--- config.mk ---
export PLATFORM = sky130hd
export DESIGN_NAME = btn_debounce
export DESIGN_NICKNAME = d
export VERILOG_FILES = /design/src/rtl/btn_debounce.sv
export SDC_FILE = /design/constraint.sdc
export NUM_CORES = 1
export LEC_CHECK = 0
export CORE_MARGIN = 4
export CORE_UTILIZATION = 55
export DETAILED_ROUTE_END_ITERATION = 10
export GPL_TIMING_DRIVEN = 0
export PLACE_DENSITY = 0.84
export SYNTH_ARGS = -nofsm -noshare
export SYNTH_HDL_FRONTEND = slang
export SYNTH_SLANG_ARGS = --single-unit
--- constraint.sdc ---
create_clock -name clk_i -period 4 [get_ports clk_i]
set_input_delay 0.8 -clock clk_i [delete_from_list [all_inputs] [get_ports clk_i]]
set_output_delay 0.8 -clock clk_i [all_outputs]
set_load 0.005 [all_outputs]
--- src/rtl/btn_debounce.sv ---
// Push-button conditioner: two-flop synchroniser, per-channel stability counter,
// debounced level plus one-cycle press/release strobes.
// Optional long-press strobe is built when BTN_DEBOUNCE_LONG_PRESS_EN is defined;
// otherwise long_o is tied to 0 and the port list is unchanged.
module btn_debounce #(
    parameter int unsigned N_BTN           = 4,
    parameter int unsigned DEBOUNCE_CYCLES = 1250000,
    parameter int unsigned LONG_CYCLES     = 125000000
) (
    input  logic             clk_i,
    input  logic             rst_i,
    input  logic [N_BTN-1:0] btn_i,
    output logic [N_BTN-1:0] btn_o,
    output logic [N_BTN-1:0] press_o,
    output logic [N_BTN-1:0] release_o,
    output logic [N_BTN-1:0] long_o
);

    localparam int unsigned CNT_W = $clog2(DEBOUNCE_CYCLES + 1);
    localparam logic [CNT_W-1:0] CNT_LAST = CNT_W'(DEBOUNCE_CYCLES - 1);

    // Reject illegal parameterisations at elaboration.
    if (DEBOUNCE_CYCLES == 0) begin : g_bad_debounce
        $error("btn_debounce: DEBOUNCE_CYCLES must be 1 or more");
    end
    if (LONG_CYCLES == 0) begin : g_bad_long
        $error("btn_debounce: LONG_CYCLES must be 1 or more");
    end

    logic [N_BTN-1:0] sync_meta;
    logic [N_BTN-1:0] sync_q;
    logic [N_BTN-1:0] btn_q;
    logic [N_BTN-1:0] press_q;
    logic [N_BTN-1:0] release_q;
    logic [CNT_W-1:0] cnt [N_BTN];

    // Two-flop synchroniser bringing the raw buttons into clk_i.
    always_ff @(posedge clk_i or posedge rst_i) begin
        if (rst_i) begin
            sync_meta <= '0;
            sync_q    <= '0;
        end else begin
            sync_meta <= btn_i;
            sync_q    <= sync_meta;
        end
    end

    // Stability counter per channel: accept a new level after an unbroken mismatch run.
    always_ff @(posedge clk_i or posedge rst_i) begin
        if (rst_i) begin
            btn_q     <= '0;
            press_q   <= '0;
            release_q <= '0;
            for (int i = 0; i < int'(N_BTN); i++) begin
                cnt[i] <= '0;
            end
        end else begin
            for (int i = 0; i < int'(N_BTN); i++) begin
                press_q[i]   <= 1'b0;
                release_q[i] <= 1'b0;
                if (sync_q[i] == btn_q[i]) begin
                    cnt[i] <= '0;
                end else if (cnt[i] == CNT_LAST) begin
                    btn_q[i]     <= sync_q[i];
                    cnt[i]       <= '0;
                    press_q[i]   <= sync_q[i];
                    release_q[i] <= ~sync_q[i];
                end else begin
                    cnt[i] <= cnt[i] + CNT_W'(1);
                end
            end
        end
    end

    assign btn_o     = btn_q;
    assign press_o   = press_q;
    assign release_o = release_q;

`ifdef BTN_DEBOUNCE_LONG_PRESS_EN
    localparam int unsigned HOLD_W = $clog2(LONG_CYCLES + 1);
    localparam logic [HOLD_W-1:0] HOLD_MAX  = HOLD_W'(LONG_CYCLES);
    localparam logic [HOLD_W-1:0] HOLD_LAST = HOLD_W'(LONG_CYCLES - 1);

    logic [HOLD_W-1:0] hold [N_BTN];
    logic [N_BTN-1:0]  long_q;

    // Hold timer per channel: saturating, one strobe per press, cleared on release.
    always_ff @(posedge clk_i or posedge rst_i) begin
        if (rst_i) begin
            long_q <= '0;
            for (int i = 0; i < int'(N_BTN); i++) begin
                hold[i] <= '0;
            end
        end else begin
            for (int i = 0; i < int'(N_BTN); i++) begin
                long_q[i] <= 1'b0;
                if (!btn_q[i]) begin
                    hold[i] <= '0;
                end else if (hold[i] != HOLD_MAX) begin
                    hold[i] <= hold[i] + HOLD_W'(1);
                    if (hold[i] == HOLD_LAST) begin
                        long_q[i] <= 1'b1;
                    end
                end
            end
        end
    end

    assign long_o = long_q;
`else
    assign long_o = '0;
`endif

endmodule

==> summary.md, run 1 <==
| Metric | Value |
|---|---|
| Core Area | 8721 um^2 |
| CP dominant cell by count | clkbuf_1 |
| Routed met2 length | ~4300 um |
| Initial antenna violation count | 0 |
| Sink Count | 104 |
| Final ANT Viol Nets | 0 |
| Worst-path cell chain | ha_1 > and3_1 > clkbuf_1 > nand4_1 > o41ai_2 > clkbuf_1 > nor2_1 |
| M1 WL | between 4000 and 5000 um |
| Residual DRC | 0 |
| Share of flip-flops with an asynchronous set or reset | 1.000 |
| TNS Setup | 0 ns |
| Worst hold path type | reg2reg |
| Leading area contributor after synthesis | dfrtp_1 |
| Reg2reg start | cnt[0] |
| Final instance area | between 5000 and 6000 um^2 |
| Cells after Synth | roughly 470 |
| Crit Reg-Reg Endpoint | cnt[6] |
| Die ar. | 10500 um^2 |
| IO Port Bufs | 17 |
| Post-CTS setup buffer count | 0 |
| DR iter-0 viols | 96 |
| Synth area leaders | dfrtp_1, xnor2_1, nor2_1 |
| Synth warn | 0 |
| Reg2reg setup slack | 1.33 ns |
| Critical path endpoint | cnt[6] |
| Layout cells sized above 1 | 0.08023 |
| Period utilization | 0.6680 |
| Number of synthesized register bits | 104 |
| Drt wl/cell | 14.52 um |
| Count leader, synth | dfrtp_1 |
| Vias per cell | slightly below 6 |
| Power Density | 330.4 nW/um^2 |
| Synth-to-Final Area Change | 11.01% |
| Root Driver | clkbuf_8 |
| Initial Util | 0.5630 |
| Cts repair resizes | 0 |
| Slew headroom | 0.3952 |
| Final setup viols | 0 |
| Setup Skew | 0.006453 ns |
| Outcome | complete, no violations |
| Worst setup margin | ~1.3 ns |
| Vias in the first global route | around 3500 |
| Worst-case clock buffer depth | 2 |
| Metal3 WL | 338 um |
| GRT Overall Usage | 0.1958 |
| Final wirelength | between 8000 and 9000 um |
| R2R depth | 7 |
| Clock transition at path regs | 0.10 ns |
| Number of flops mapped to enable cells by yosys | 0 |
| Crit path from | cnt[0] |
| CTS buffer count | 9 |
| Max cap viols | 0 |
| Slew Viols, Final | 0 |
| Antenna cells | 0 |
| Critical Path AT | 2.92 ns |
| # rows | 34 |
| GPL Wtd Cong | 0.8091 |
| # IOs | 22 |
| Post-DP HPWL | 6245 um |
| Fin nets | 516 |
| Mean post-synth cell area | 10.36 um^2 |
| Largest net degree at the start of global routing | 70 |
| Crit Path Class | reg2reg |
| Worst-margin pin slew | 0.8973 ns |
| Top cell type's share of synthesized area | 0.5301 |
| CTS hold repair buffers | 0 |
| CP required | 4.24 ns |
| DR vias | 3631 |
| Chip height | 102.5 um |
| Most frequent cells after synthesis | dfrtp_1, nor2_1, xnor2_1, nand2_1, nand4_1 |
| CTS tree | yes |
| Htree depth | 3 |
| Crit-path slowest cell | o41ai_2 |
| Die Width | 102.5 um |
| Crit. End Element | flip-flop |
| Worst VDD drop | 200.8 uV |
| Drt pass-1 iters | 4 |
| Primary FF master, synth | dfrtp_1 |
| Tmin final | ~2.7 ns |
| Grt total ovfl | 0 |
| DP Worst Slack | around 1.3 ns |
| First-pass GRT wire length | 16420 um |
| Clk Latency, worst-skew pair | 0.37 ns |
| Post-DP Area | approximately 5300 um^2 |
| Final Util | 0.6250 |
| RSZ-0062 raised after global routing | no |
| Top routing layer used | met4 |
| Crit path largest cell delay | 0.82 ns |
| Leakage | about 2.2 nW |
| Yosys cell types | 41 |
| Final Hold Vio Count | 0 |
| Max Clock Freq | 374.2 MHz |
| Syn Std Cell Area | 4910 um^2 |
| CP max FO | 10 |
| Startpoint Class | flip-flop |
| Post-synthesis sequential area ratio | 0.5301 |
[registers in the layout (all words and copies together), names as in the netlist]
name / flops
press_o: 4
sync_q: 4
btn_o: 4
cnt: 84
release_o: 4
sync_meta: 4
[layer usage]
layer | GRT usage | up-vias
met4 | 0.04137 | 0
met3 | 0.05734 | 8
li1 | - | 1752
met1 | 0.2647 | 1813
met2 | 0.3163 | 58
met5 | 0 | -
[cells in the final DEF (no fill, tap or decap), types with 4 or more instances in the layout]
cell / n
dfrtp_1: 104
nor2_1: 65
xnor2_1: 37
nand2_1: 28
nand4_1: 23
a21oi_1: 22
xor2_1: 21
nand3_1: 19
or4_1: 17
clkdlybuf4s50_1: 17
nor4_1: 15
inv_1: 13
nor3_1: 12
o31ai_1: 11
nor3b_1: 10
clkbuf_8: 9
clkbuf_1: 8
or3_1: 8
o21ai_0: 7
and3_1: 7
and2_1: 5
and4_1: 4
ha_1: 4
buf_4: 4
conb_1: 4
[where the power goes]
group | internal, mW | switching [mW]
Sequential | 1.06 | 0.0128
Clock | 0.291 | 0.365
Combinational | 0.0241 | 0.0437
[worst min-delay path by stage]
stage	start	to	slack [ns]	depth (start not counted)
after floorplan	sync_meta[0]	sync_q[0]	0.33	0
after global placement	sync_meta[0]	sync_q[0]	0.34	0
after detailed placement	sync_meta[0]	sync_q[0]	0.34	0
after CTS	sync_meta[0]	sync_q[0]	0.36	0
after global routing	sync_meta[3]	sync_q[3]	0.37	0
final	sync_meta[0]	sync_q[0]	0.36	0
[per-stage QoR]
stage | power, mW | instances | hold slack [ns]
final | 1.801 | 619 | 0.3577
after global routing | 1.879 | 619 | 0.3732
after CTS | 1.823 | 619 | 0.3632
after detailed placement | 1.168 | 603 | 0.3402
after global placement | 1.161 | 602 | 0.3369
after floorplan | 1.142 | 477 | 0.3312
[critical path: cells and delay by family, from the launching register on]
family / cells / cell delay, ns
AO/OA/AOI/OAI: 1 / 0.82
buffers and inverters: 2 / 0.67
AND/OR/NAND/NOR: 3 / 0.44
flip-flops: 1 / 0.42
adder cells (fa/ha/maj): 1 / 0.20
[cell type report]
| class | instances | area [um^2] |
|---|---|---|
| Buffer | 14 | 76.32 |
| Clock buffer | 9 | 123.9 |
| Clock inverter | 7 | 70.07 |
| Fill cell | 697 | 3271 |
| Inverter | 14 | 55.05 |
| Multi-Input combinational cell | 345 | 2190 |
| Sequential cell | 104 | 2603 |
| Tap cell | 108 | 135.1 |
| Timing Repair Buffer | 18 | 197.7 |
[kinds of logic (layout without fill, tap and decap cells)]
family                     after synthesis  count (layout)  share of synthesized area
xor gates and xnor gates                58              58                     0.1035
other                                    1               4                  0.0007638
AOI/OAI and AO/OA                       48              48                    0.06728
buffers and inverters                   28              62                    0.02625
DFF                                    104             104                     0.5301
and+or+nand+nor                        227             227                     0.2520
adders and majority gates                4               4                    0.01019
muxes                                    4               4                   0.009937
Note: power is estimated with default switching activity, not from simulation.
==> inputs of run 2 (changes only) <==
--- a/config.mk
+++ b/config.mk
@@ -6,10 +6,10 @@
 export NUM_CORES = 1
 export LEC_CHECK = 0
 export CORE_MARGIN = 4
-export CORE_UTILIZATION = 55
+export CORE_UTILIZATION = 54
 export DETAILED_ROUTE_END_ITERATION = 10
 export GPL_TIMING_DRIVEN = 0
-export PLACE_DENSITY = 0.84
+export PLACE_DENSITY = 0.85
 export SYNTH_ARGS = -nofsm -noshare
 export SYNTH_HDL_FRONTEND = slang
 export SYNTH_SLANG_ARGS = --single-unit
==> constraint.sdc (replaced) <==
create_clock -name clk_i -period 2.2 [get_ports clk_i]
set_input_delay 0.44 -clock clk_i [delete_from_list [all_inputs] [get_ports clk_i]]
set_output_delay 0.44 -clock clk_i [all_outputs]
set_load 0.005 [all_outputs]
==> run 2 against run 1 <==
- the run now ends with negative setup slack left
- flip-flop and latch count stayed put
- clock power increased by 94%
- setup slack got worse by 1.5 ns
- clock-buffer cell count unchanged
- power increased by 87%
- combinational power up 110%
- die area rose by 1.7%
- critical path type unchanged
- critical endpoint is now btn_o[0]
- largest power group unchanged
==> summary.md, run 2 (synthesis results as in run 1) <==
| Metric | Value |
|---|---|
| Slew Viols, Final | 0 |
| Final std cells w/o fill | between 600 and 700 |
| Drt wl/cell | 15.42 um |
| Worst hold stages | 0 |
| Sink Count | 104 |
| CP required | 2.47 ns |
| Die ar. | 10680 um^2 |
| Synth-to-Final Area Change | 16.08% |
| Routed met2 length | between 4000 and 5000 um |
| Fillers | 671 |
| Most frequent cells in the layout | dfrtp_1, nor2_1, xnor2_1, nand2_1, nand4_1 |
| CTS buffer count | 9 |
| Power Density | 590.5 nW/um^2 |
| Max reg flops | 84 |
| Die Width | 103.4 um |
| First-pass GRT wire length | 16990 um |
| Max Clock Freq | roughly 420 MHz |
| Top routing layer used | met4 |
| Htree depth | 3 |
| Critical path endpoint | btn_o[0] |
| Initial antenna violation count | 0 |
| Crit Reg-Reg Endpoint | btn_o[0] |
| Critical Path AT | 2.63 ns |
| Reg2reg start | cnt[68] |
| Layout cells sized above 1 | 0.1461 |
| Max cap viols | 0 |
| DR iter-0 viols | 162 |
| R2R depth | 4 |
| Core Area | about 8800 um^2 |
| TNS Setup | -2.113 ns |
| Root Driver | clkbuf_8 |
| Final ANT Viol Nets | 0 |
| GRT Overall Usage | 0.1979 |
| CTS hold repair buffers | 0 |
| Period utilization | 1.073 |
| Chip height | ~100 um |
| Leakage | 2.269 nW |
| DR vias | 3805 |
| Antenna cells | 0 |
| Worst-case clock buffer depth | 2 |
| GPL Wtd Cong | 0.8894 |
| Min-delay src | sync_meta[2] |
| Grt total ovfl | 0 |
| # rows | 34 |
| Largest register by flop count | cnt |
| Slew headroom | 0.5104 |
| IO Port Bufs | 17 |
| Worst VDD drop | 412.7 uV |
| M1 WL | ~4300 um |
| Drt pass-1 iters | 5 |
| CTS tree | yes |
| Worst hold path type | reg2reg |
| Reg2reg setup slack | -0.16 ns |
| Vias per cell | 5.992 |
| Final wirelength | 9792 um |
| Worst setup margin | -0.1613 ns |
| Final Util | 0.6503 |
| Worst-margin pin slew | 0.7328 ns |
| Placed cells | roughly 600 |
| Fin nets | 532 |
| Outcome | complete, but fails checks |
| CP max FO | 4 |
| Final setup viols | 22 |
| RSZ-0062 raised after global routing | yes |
| Residual DRC | 0 |
| Final Hold Vio Count | 0 |
| Most common cell after layout, fill and taps aside | dfrtp_1 |
| Failing checks | negative setup slack |
| Initial Util | 0.5603 |
| Crit path from | cnt[68] |
| Setup Skew | 0.009079 ns |
| Tmin final | about 2.4 ns |
| Final total power | 3.365 mW |
| Post-DP HPWL | ~6500 um |
| Clock transition at path regs | 0.10 ns |
| Startpoint Class | flip-flop |
| Crit Path Class | reg2reg |
| Crit. End Element | flip-flop |
| # IOs | 22 |
| Largest net degree at the start of global routing | 41 |
| Vias in the first global route | 3792 |
| Clk Latency, worst-skew pair | 0.38 ns |
| Metal3 WL | 453 um |
## run 2: worst max-delay path: stages, from the launching register on
cell	delay [ns]
dfrtp_2	0.42
or4b_1	0.51
or4_4	0.54
or4_4	0.48
mux2_4	0.32
## run 2: power by group
part / switching (mW) / internal, mW
Clock: 0.715 / 0.550
Combinational: 0.0846 / 0.0554
Sequential: 0.0244 / 1.94
Total: 0.824 / 2.54
## run 2: layout make-up
| class | instances | area (um^2) | share of cell area |
|---|---|---|---|
| inverter | 14 | 56.30 | 0.009879 |
| clock inverter | 7 | 86.33 | 0.01515 |
| tap | 108 | 135.1 | 0.02371 |
| timing repair buffer | 36 | 341.6 | 0.05993 |
| clock buffer | 9 | 123.9 | 0.02173 |
| multi-input combinational | 345 | 2277 | 0.3996 |
| sequential | 104 | 2605 | 0.4571 |
| buffer | 12 | 73.82 | 0.01295 |
## run 2: worst min-delay path by stage
| stage | to |
|---|---|
| 2_1_floorplan | sync_q[0] |
| 3_3_place_gp | sync_q[1] |
| 3_5_place_dp | sync_q[2] |
| 4_1_cts | sync_q[2] |
| 5_1_grt | sync_q[0] |
| 6_report | sync_q[2] |
## run 2: routing by layer
metal / vias up / global-route usage
li1: 1789 / -
met1: 1877 / 0.2560
met5: - / 0
met3: 22 / 0.03957
met2: 117 / 0.3255
met4: 0 / 0.08367
## run 2: what timing repair did
item | CTS | global route
pin swaps | 6 | 6
endpoints found under the setup margin | 73 | 59
resized for setup | 14 | 9
setup buffers | 8 | 9
## run 2: through the flow
step	hold slack (ns)	setup WS, ns	cell area [um^2]
6_report	0.3566	-0.1613	5699
2_1_floorplan	0.3312	-0.1744	4925
3_3_place_gp	0.3336	-0.5268	5230
5_1_grt	0.3667	-0.1970	5699
4_1_cts	0.3557	-0.1702	5587
3_5_place_dp	0.3347	-0.5976	5270
==> inputs of run 3 (changes only) <==
--- a/config.mk
+++ b/config.mk
@@ -6,10 +6,12 @@
 export NUM_CORES = 1
 export LEC_CHECK = 0
 export CORE_MARGIN = 4
-export CORE_UTILIZATION = 54
+export CORE_UTILIZATION = 55
+export CTS_BUF_LIST = sky130_fd_sc_hd__clkbuf_8
 export DETAILED_ROUTE_END_ITERATION = 10
 export GPL_TIMING_DRIVEN = 0
-export PLACE_DENSITY = 0.85
+export PLACE_DENSITY = 0.86
+export REMOVE_ABC_BUFFERS = 1
 export SYNTH_ARGS = -nofsm -noshare
 export SYNTH_HDL_FRONTEND = slang
 export SYNTH_SLANG_ARGS = --single-unit
==> run 3 against run 2 <==
- the flow still finishes with violations (negative setup slack)
- first-iteration DRC count unchanged
- fmax up 1.2%
- register-to-register slack better by 0.03 ns
- critical endpoint unchanged
==> summary.md, run 3 (synthesis results as in run 1) <==
| Metric | Value |
|---|---|
| Outcome | complete, but fails checks |
| Failing checks | negative setup slack |
| Root Driver | clkbuf_8 |
| Most frequent cells in the layout | dfrtp_1, nor2_1, xnor2_1, nand2_1, nand4_1 |
| Sw Ratio | 0.2302 |
| CP required | 2.45 ns |
| Initial antenna violation count | 0 |
| Final std cells w/o fill | 622 |
| Max reg flops | 84 |
| Final wirelength | 10060 um |
| TNS Setup | -0.9960 ns |
| Worst VDD drop | 515.9 uV |
| Share of total power in combinational logic | 0.041 |
| Residual DRC | 0 |
| Clock transition at path regs | 0.10 ns |
| Synth-to-Final Area Change | 14.40% |
| Sink Count | 104 |
| Grt total ovfl | 0 |
| Worst-case clock buffer depth | 2 |
| Antenna cells | 0 |
| Placed cells | 589 |
| Final instance area | 5617 um^2 |
| Clk Latency, worst-skew pair | approximately 0.36 ns |
| Vias in the first global route | 3791 |
| Die ar. | 10500 um^2 |
| Period utilization | 1.061 |
| Fin nets | 519 |
| Chip height | 102.5 um |
| Power Density | 589.5 nW/um^2 |
| Hold_ws | around 0.37 ns |
| Post-DP HPWL | between 6000 and 7000 um |
| Max Clock Freq | ~430 MHz |
| RSZ-0062 raised after global routing | yes |
| Layout cells sized above 1 | 0.1167 |
| Crit. End Element | flip-flop |
| Critical Path AT | 2.59 ns |
| Largest register by flop count | cnt |
| GRT Overall Usage | 0.2068 |
| Setup Skew | ~0.011 ns |
| Crit Path Class | reg2reg |
| P_sw | 0.7621 mW |
| Leakage | 2.231 nW |
| Worst setup margin | -0.1335 ns |
| CP max FO | 4 |
| DR iter-0 viols | 162 |
| Slew headroom | 0.4675 |
| Final setup viols | 23 |
| Core Area | roughly 8700 um^2 |
| CTS tree | yes |
| Crit Reg-Reg Endpoint | btn_o[0] |
| Tmin final | roughly 2.3 ns |
| Most common cell after layout, fill and taps aside | dfrtp_1 |
| Slew Viols, Final | 0 |
| Htree depth | 3 |
| Largest net degree at the start of global routing | 68 |
| Reg2reg setup slack | -0.13 ns |
| Crit path from | cnt[81] |
| Internal power | about 2.5 mW |
| Fillers | 625 |
| Worst-margin pin slew | 0.7914 ns |
| Vias per cell | 6.045 |
| GPL Wtd Cong | 0.8513 |
| First-pass GRT wire length | 17480 um |
| Final total power | ~3.3 mW |
| Worst hold path type | reg2reg |
| Register area | ~2600 um^2 |
| Drt wl/cell | 16.17 um |
| CTS hold repair buffers | 0 |
| Initial Util | 0.5630 |
| DR vias | ~3800 |
| Final Hold Vio Count | 0 |
| Clk pwr share | 0.367 |
| Reg2reg start | cnt[81] |
| Drt pass-1 iters | 4 |
| Register share of total power | 0.592 |
| R2R depth | 4 |
| Post-DP Area | roughly 5200 um^2 |
| Final ANT Viol Nets | 0 |
| Footprint of the multi-input gates | 2261 um^2 |
| CTS buffer count | 9 |
| # IOs | 22 |
| Critical path endpoint | btn_o[0] |
| Max cap viols | 0 |
| Startpoint Class | flip-flop |
| # rows | 34 |
| Die Width | 102.5 um |
| IO Port Bufs | 17 |
-- run 3: cell types whose count changed in the layout (fill, tap and decap cells not counted), sizes merged --
cell / before / now
buf: 25 / 18
clkbuf: 15 / 10
clkinv: 2 / 0
inv: 16 / 17
-- run 3: timing repair --
action / CTS / global route
buffers inserted: 11 / 6
setup endpoints to repair: 75 / 67
hold endpoints to repair: 0 / 0
gates cloned: 0 / 0
pin swaps: 6 / 3
resized for setup: 4 / 10
-- run 3: worst min path at each step --
stage	from	end	slack (ns)	cells after the start
2_1_floorplan	sync_meta[0]	sync_q[0]	0.33	0
3_3_place_gp	sync_meta[1]	sync_q[1]	0.34	0
3_5_place_dp	sync_meta[0]	sync_q[0]	0.34	0
4_1_cts	sync_meta[1]	sync_q[1]	0.37	0
5_1_grt	sync_meta[1]	sync_q[1]	0.38	0
6_report	sync_meta[1]	sync_q[1]	0.37	0
-- run 3: worst max-delay path, cell delays in order (launching register included) --
cell,delay (ns)
dfrtp_1,0.41
or4b_1,0.51
or4_4,0.53
or4_4,0.47
mux2_4,0.31
-- run 3: metal layers --
metal  vias up  global-route usage  part of all wire
met3        19             0.05256             0.040
li1       1754                   -                 -
met4         0             0.06559             0.014
met1      1891              0.2645              0.43
met5         -                   0                 0
met2        96              0.3461              0.52
-- run 3: power by group through the flow --
stage	combinational, mW	clock [mW]	sequential [mW]
3_5_place_dp	0.120	0	2.00
5_1_grt	0.154	1.33	1.97
6_report	0.135	1.22	1.96
2_1_floorplan	0.0770	0	1.99
3_3_place_gp	0.106	0	1.99
4_1_cts	0.129	1.25	1.96
-- run 3: per-stage QoR --
stage                       util  setup slack, ns
after floorplan                -          -0.9722
after global placement    0.5905           -2.318
after detailed placement  0.5966          -0.6030
after CTS                 0.6329          -0.1338
after global routing      0.6440          -0.1808
final                     0.6440          -0.1335
-- run 3: cell type report --
cell class / count / share of cell area
repair buffers: 35 / 0.06371
clock inverters: 6 / 0.01181
clock buffers: 10 / 0.02450
well taps: 108 / 0.02406
flip-flops and latches: 104 / 0.4636
multi-input cells: 345 / 0.4025
inverters: 14 / 0.009802
